$ cat config.mk
export PLATFORM = sky130hd
export DESIGN_NAME = softmax_ctrl
export DESIGN_NICKNAME = d
export VERILOG_FILES = /design/src/rtl/softmax_ctrl.sv
export SDC_FILE = /design/constraint.sdc
export NUM_CORES = 2
export LEC_CHECK = 0
export ABC_AREA = 1
export BUFFER_PORTS_ARGS = -buffer_cell sky130_fd_sc_hd__buf_2
export CORE_AREA = 2 2 497 499
export DETAILED_ROUTE_END_ITERATION = 16
export DIE_AREA = 0 0 499 501
export REMOVE_ABC_BUFFERS = 1
export SLEW_MARGIN = 10
export SYNTH_ARGS = -nofsm -noshare
export SYNTH_HDL_FRONTEND = slang
export SYNTH_SLANG_ARGS = --single-unit
$ cat constraint.sdc
create_clock -name clk -period 8.8 [get_ports clk]
set_input_delay 1.76 -clock clk [delete_from_list [all_inputs] [get_ports clk]]
set_output_delay 1.76 -clock clk [all_outputs]
set_load 0.02 [all_outputs]
$ cat src/rtl/softmax_ctrl.sv
// softmax_ctrl: sequencer around the 10-way softmax unit.
// Accepts a logit vector, runs the softmax unit until it acknowledges, captures
// the probabilities, and scans them for the argmax class. It then holds the
// result until downstream accepts it. Between jobs, enable is held low long
// enough for the unit to reset itself. A stuck job is abandoned after TIMEOUT
// cycles.
module softmax_ctrl #(
    parameter int DATA_WIDTH = 32,
    parameter int TIMEOUT    = 1023,
    parameter int CLR_CYCLES = 2
) (
    input  logic                     clk,
    input  logic                     rst_n,
    input  logic                     in_valid,
    output logic                     in_ready,
    input  logic [DATA_WIDTH*10-1:0] in_data,
    output logic                     sm_enable,
    output logic [DATA_WIDTH*10-1:0] sm_inputs,
    input  logic [DATA_WIDTH*10-1:0] sm_outputs,
    input  logic                     sm_ack,
    output logic                     out_valid,
    input  logic                     out_ready,
    output logic [DATA_WIDTH*10-1:0] out_data,
    output logic [3:0]               out_class,
    output logic                     busy,
    output logic                     timeout_err
);

    localparam int VW = DATA_WIDTH * 10;
    localparam int TW = (TIMEOUT > 0) ? $clog2(TIMEOUT + 1) : 1;

    typedef enum logic [2:0] {
        S_CLEAR,
        S_IDLE,
        S_RUN,
        S_SCAN,
        S_OUT
    } state_t;

    state_t                  state_q, state_d;
    logic [3:0]              clr_cnt_q, clr_cnt_d;
    logic [TW-1:0]           tmo_cnt_q, tmo_cnt_d;
    logic [3:0]              scan_idx_q, scan_idx_d;
    logic [DATA_WIDTH-2:0]   best_val_q, best_val_d;
    logic [3:0]              best_idx_q, best_idx_d;
    logic [VW-1:0]           sm_inputs_q, sm_inputs_d;
    logic [VW-1:0]           out_data_q, out_data_d;
    logic [3:0]              out_class_q, out_class_d;
    logic                    timeout_err_q, timeout_err_d;
    logic                    sm_enable_q, sm_enable_d;
    logic [DATA_WIDTH-2:0]   scan_mag;
    logic                    take_new;

    // Select the magnitude (sign bit dropped) of the element under scan, so -0.0 compares as 0.0
    always_comb begin
        scan_mag = '0;
        for (int i = 0; i < 10; i++) begin
            if (scan_idx_q == 4'(i)) begin
                scan_mag = out_data_q[i*DATA_WIDTH +: DATA_WIDTH-1];
            end
        end
    end

    // Next-state logic: handshake, softmax run with timeout, argmax scan, result hold
    always_comb begin
        state_d       = state_q;
        clr_cnt_d     = clr_cnt_q;
        tmo_cnt_d     = tmo_cnt_q;
        scan_idx_d    = scan_idx_q;
        best_val_d    = best_val_q;
        best_idx_d    = best_idx_q;
        sm_inputs_d   = sm_inputs_q;
        out_data_d    = out_data_q;
        out_class_d   = out_class_q;
        timeout_err_d = timeout_err_q;
        take_new      = 1'b0;
        case (state_q)
            S_CLEAR: begin
                if (clr_cnt_q == 4'(CLR_CYCLES - 1)) begin
                    clr_cnt_d = '0;
                    state_d   = S_IDLE;
                end else begin
                    clr_cnt_d = clr_cnt_q + 4'd1;
                end
            end
            S_IDLE: begin
                if (in_valid) begin
                    sm_inputs_d   = in_data;
                    tmo_cnt_d     = '0;
                    timeout_err_d = 1'b0;
                    state_d       = S_RUN;
                end
            end
            S_RUN: begin
                if (sm_ack) begin
                    out_data_d = sm_outputs;
                    scan_idx_d = '0;
                    state_d    = S_SCAN;
                end else if (TIMEOUT != 0 && tmo_cnt_q == TW'(TIMEOUT - 1)) begin
                    timeout_err_d = 1'b1;
                    clr_cnt_d     = '0;
                    state_d       = S_CLEAR;
                end else if (tmo_cnt_q != TW'(TIMEOUT)) begin
                    tmo_cnt_d = tmo_cnt_q + TW'(1);
                end
            end
            S_SCAN: begin
                take_new = (scan_idx_q == 4'd0) || (scan_mag > best_val_q);
                if (take_new) begin
                    best_val_d = scan_mag;
                    best_idx_d = scan_idx_q;
                end
                scan_idx_d = scan_idx_q + 4'd1;
                if (scan_idx_q == 4'd9) begin
                    out_class_d = take_new ? scan_idx_q : best_idx_q;
                    state_d     = S_OUT;
                end
            end
            S_OUT: begin
                if (out_ready) begin
                    clr_cnt_d = '0;
                    state_d   = S_CLEAR;
                end
            end
            default: begin
                clr_cnt_d = '0;
                state_d   = S_CLEAR;
            end
        endcase
        sm_enable_d = (state_d == S_RUN);
    end

    // State and datapath registers; reset drops enable at once and restarts in CLEAR
    always_ff @(posedge clk or negedge rst_n) begin
        if (!rst_n) begin
            state_q       <= S_CLEAR;
            clr_cnt_q     <= '0;
            tmo_cnt_q     <= '0;
            scan_idx_q    <= '0;
            best_val_q    <= '0;
            best_idx_q    <= '0;
            sm_inputs_q   <= '0;
            out_data_q    <= '0;
            out_class_q   <= '0;
            timeout_err_q <= 1'b0;
            sm_enable_q   <= 1'b0;
        end else begin
            state_q       <= state_d;
            clr_cnt_q     <= clr_cnt_d;
            tmo_cnt_q     <= tmo_cnt_d;
            scan_idx_q    <= scan_idx_d;
            best_val_q    <= best_val_d;
            best_idx_q    <= best_idx_d;
            sm_inputs_q   <= sm_inputs_d;
            out_data_q    <= out_data_d;
            out_class_q   <= out_class_d;
            timeout_err_q <= timeout_err_d;
            sm_enable_q   <= sm_enable_d;
        end
    end

    assign in_ready    = (state_q == S_IDLE);
    assign out_valid   = (state_q == S_OUT);
    assign busy        = (state_q != S_IDLE);
    assign sm_enable   = sm_enable_q;
    assign sm_inputs   = sm_inputs_q;
    assign out_data    = out_data_q;
    assign out_class   = out_class_q;
    assign timeout_err = timeout_err_q;

endmodule

==> results.toml <==
[worst_hold_path]
min_from = "sm_inputs[62]$_DFFE_PN0P_"
hold_path.class = "reg2reg"

[synthesis]
synth_top_family_by_area = "simple AND/OR/NAND/NOR gates"
ys_ff_latch = 702
yosys.area_share.xor_xnor_pct = 0.168
muxShareOfSynthArea_pct = 0
synth_cells = 3990
ys_types = 38
synth_area_sq_um = 31200
yosys_most_used_dff = "dfrtp_1"
synthAdderAreaFrac_pct = 1.56
synth_compound_gate_area_share_pct = 1.29
yosys.area_share.simple_pct = 35.5
syn_area_per_cell_sq_um = 7.83
synth_edf_count = 0
yosysWarningCount = 0
seq_area_frac_synth_pct = 56.3
postSynth.asyncResetShare_pct = 100

[power]
clock_power_share_pct = 21.1
p_comb_share_pct = 45.8
power_switching_uw = 9870
share_seq_of_total_power_pct = 33.0
vdd_drop_max_v = 0.000181
sw_frac_of_total_pct = 50.6
power_leakage_uw = 0.0247
p_per_area_nw_per_um2 = 438
finalPower_uw = 19500
p_int_uw = 9640

[floorplanning]
start_util_pct = 12.8
die_y_um = 501
num_rows = 182
die_w_um = 499
io_pins = 1294
core-area_sq_um = 245000
die_area_sq_um = 250000

[worst_setup_path]
ff2ff_path_depth = 22
worstPathMaxFanout = 40
r2r_start = "scan_idx_q[1]$_DFFE_PN0P_"
worstReg2RegEnd = "best_val_q[1]$_DFFE_PN0P_"
worst_setup_path_start_kind = "flip-flop"
critical_path_class = "reg2reg"
critPathCaptureType = "flip-flop"
critPathCapture = "best_val_q[1]$_DFFE_PN0P_"
worstPathArrival_ns = 6.96
reg2reg_setup_slack_ns = 2.50
required_ns = 9.46
critPathLaunch = "scan_idx_q[1]$_DFFE_PN0P_"

[sta]
setup_viol = 0
finClkSkew_ns = 0.0342
period_needed_ns = 6.30
finalWorstSetupSlack_ns = 2.50
period_share_pct = 71.6
worst_pin_slew_ns = 1.06
maxSlewViolCount = 0
rsz0062_at_grt = "false"
hold_violations = 0
slew_headroom_pct = 29.3
fmax_mhz = 159

[route]
wirelength_mm = 213
wl_met2_mm = 108
top_layer_used = "met5"
wl_met3_mm = 21.1
vias = 31600
via_per_inst = 3.70
drt_iter0_drc = 2862
drc_errors = 0
m1WireLength_mm = 72.5
antenna_left = 0
post_drt_wl_per_cell_um = 24.9
dr.pass1.iters = 6

[clock_tree]
cts_root_buf = "clkbuf_16"
clk_latency_ns = 0.74
post_cts_buffers = 0
clockBufferDepth = 3
cts_resized = 0
cts_hold_buffers = 0
cts_tree = "done"
htreeDepth = 3
cts_buffers = 94
clk_pin_slew_worst_paths_ns = 0.06
cts_sinks = 702

[cells_and_area]
areaGrowthSynthToFinish_pct = 42.7
final_common_cell = "nand2_1"
seq_area_sq_um = 17600
nets = 5887
fillers = 27800
final_util_pct = 18.2
multiInputGateArea_sq_um = 12100
final_cell_mix = "nand2_1, buf_2, dfrtp_1"
final_cells = 8550
drive_above_1_share_pct = 30.0

[grt]
antenna_found_initial = 232
grt_max_degree = 148
grt_pass1_wl_mm = 279
gr-usage-all-layers_pct = 16.5
grt_pass1_vias = 30100
grt-ovfl-total = 0

[flow_run]
maxCapViolCount = 0

[placement]
port_buffers = 1293
pre_cts_ws_ns = 2.39
gp_congestion = 0.923
hpwl_mm = 175
dp_cells = 8327

[outcome]
status = "completed"
-- registers in the layout (all words and copies together), names as in the netlist --
name	cells
sm_inputs	320
out_data	320
best_idx_q	4
timeout_err	1
sm_enable	1
out_class	4
clr_cnt_q	4
tmo_cnt_q	10
best_val_q	31
scan_idx_q	4
state_q	3
-- synth_stat cells, types with 3 or more instances --
library cell,count,share of area [%]
inv_2,8,0.096
clkbuf_1,112,1.3
ha_1,39,1.6
or2_2,68,1.4
inv_1,175,2.1
nand3b_1,15,0.36
a21oi_1,18,0.29
or2_1,8,0.16
buf_4,15,0.36
o21ai_1,11,0.18
nor4_1,3,0.060
dfrtp_1,702,56
nor2_1,58,0.70
o31ai_1,5,0.12
nand3_1,187,3.0
o21ai_0,26,0.42
o22ai_1,3,0.060
buf_2,75,1.2
nand2_2,5,0.10
nor3_1,7,0.11
nand4_1,28,0.56
nand2_1,2397,29
xor2_1,6,0.17
-- how the worst min path moves through the flow --
stage	endpoint	slack (ns)	cells past startpoint
after global routing	sm_inputs[169]$_DFFE_PN0P_	0.48	2
after global placement	sm_inputs[303]$_DFFE_PN0P_	0.46	2
after detailed placement	sm_inputs[118]$_DFFE_PN0P_	0.46	2
final	sm_inputs[62]$_DFFE_PN0P_	0.47	2
after floorplan	best_idx_q[0]$_DFFE_PN0P_	0.44	2
after CTS	sm_inputs[216]$_DFFE_PN0P_	0.48	2
-- per-layer routing --
| layer | GRT usage [%] | vias to the layer above |
|---|---|---|
| met5 | 0 | - |
| met4 | 6.34 | 206 |
| met3 | 6.82 | 534 |
| met2 | 29.9 | 1465 |
| met1 | 16.6 | 14700 |
| li1 | - | 14700 |
-- cell type report --
type / instances / area share [%]
diodes: 55 / 0.309
flip-flops and latches: 702 / 39.4
well taps: 3220 / 9.04
inverters: 185 / 1.61
repair buffers: 1321 / 15.2
multi-input cells: 2899 / 27.2
clock buffers: 129 / 6.11
clock inverters: 39 / 1.20
-- worst max-delay path: stages (launching register included) --
cell and delay (ns):
dfrtp_1 0.41, inv_1 0.16, ha_1 0.88, nand3_1 0.94
inv_2 1.03, nor2_1 0.11, nand2_1 0.10, nand2_1 0.05
nand3_1 0.06, nand3b_1 0.11, nand2_1 0.08, inv_1 0.04
ha_1 0.28, nand2_1 0.06, nor2_1 0.14, nand4_1 0.15
nor2_1 0.21, nand2_1 0.08, nand2_1 0.08, nand2_2 0.10
a21oi_4 0.82, nand3_1 0.16, nand2_1 0.10
-- cells by family after synthesis --
group | count (synthesis)
fa+ha+maj | 39
xor+xnor | 6
buf+inv | 389
flops | 702
simple gates | 2784
compound gates | 70
-- metrics by stage --
| stage | instance area (sq um) | TNS, ns | hold WS [ns] |
|---|---|---|---|
| after global placement | 41200 | 0 | 0.458 |
| final | 44600 | 0 | 0.471 |
| after global routing | 44500 | 0 | 0.485 |
| after floorplan | 30300 | -6.61 | 0.444 |
| after CTS | 44400 | 0 | 0.476 |
| after detailed placement | 41200 | 0 | 0.459 |
-- power by group through the flow --
stage	Clock, uW	Sequential [uW]	Combinational, uW
2_1_floorplan	0	7230	3480
4_1_cts	4280	6530	9220
6_report	4120	6450	8940
5_1_grt	4390	6610	9820
3_3_place_gp	0	6570	9120
3_5_place_dp	0	6550	9200
Power figures use the tool's default switching activity.
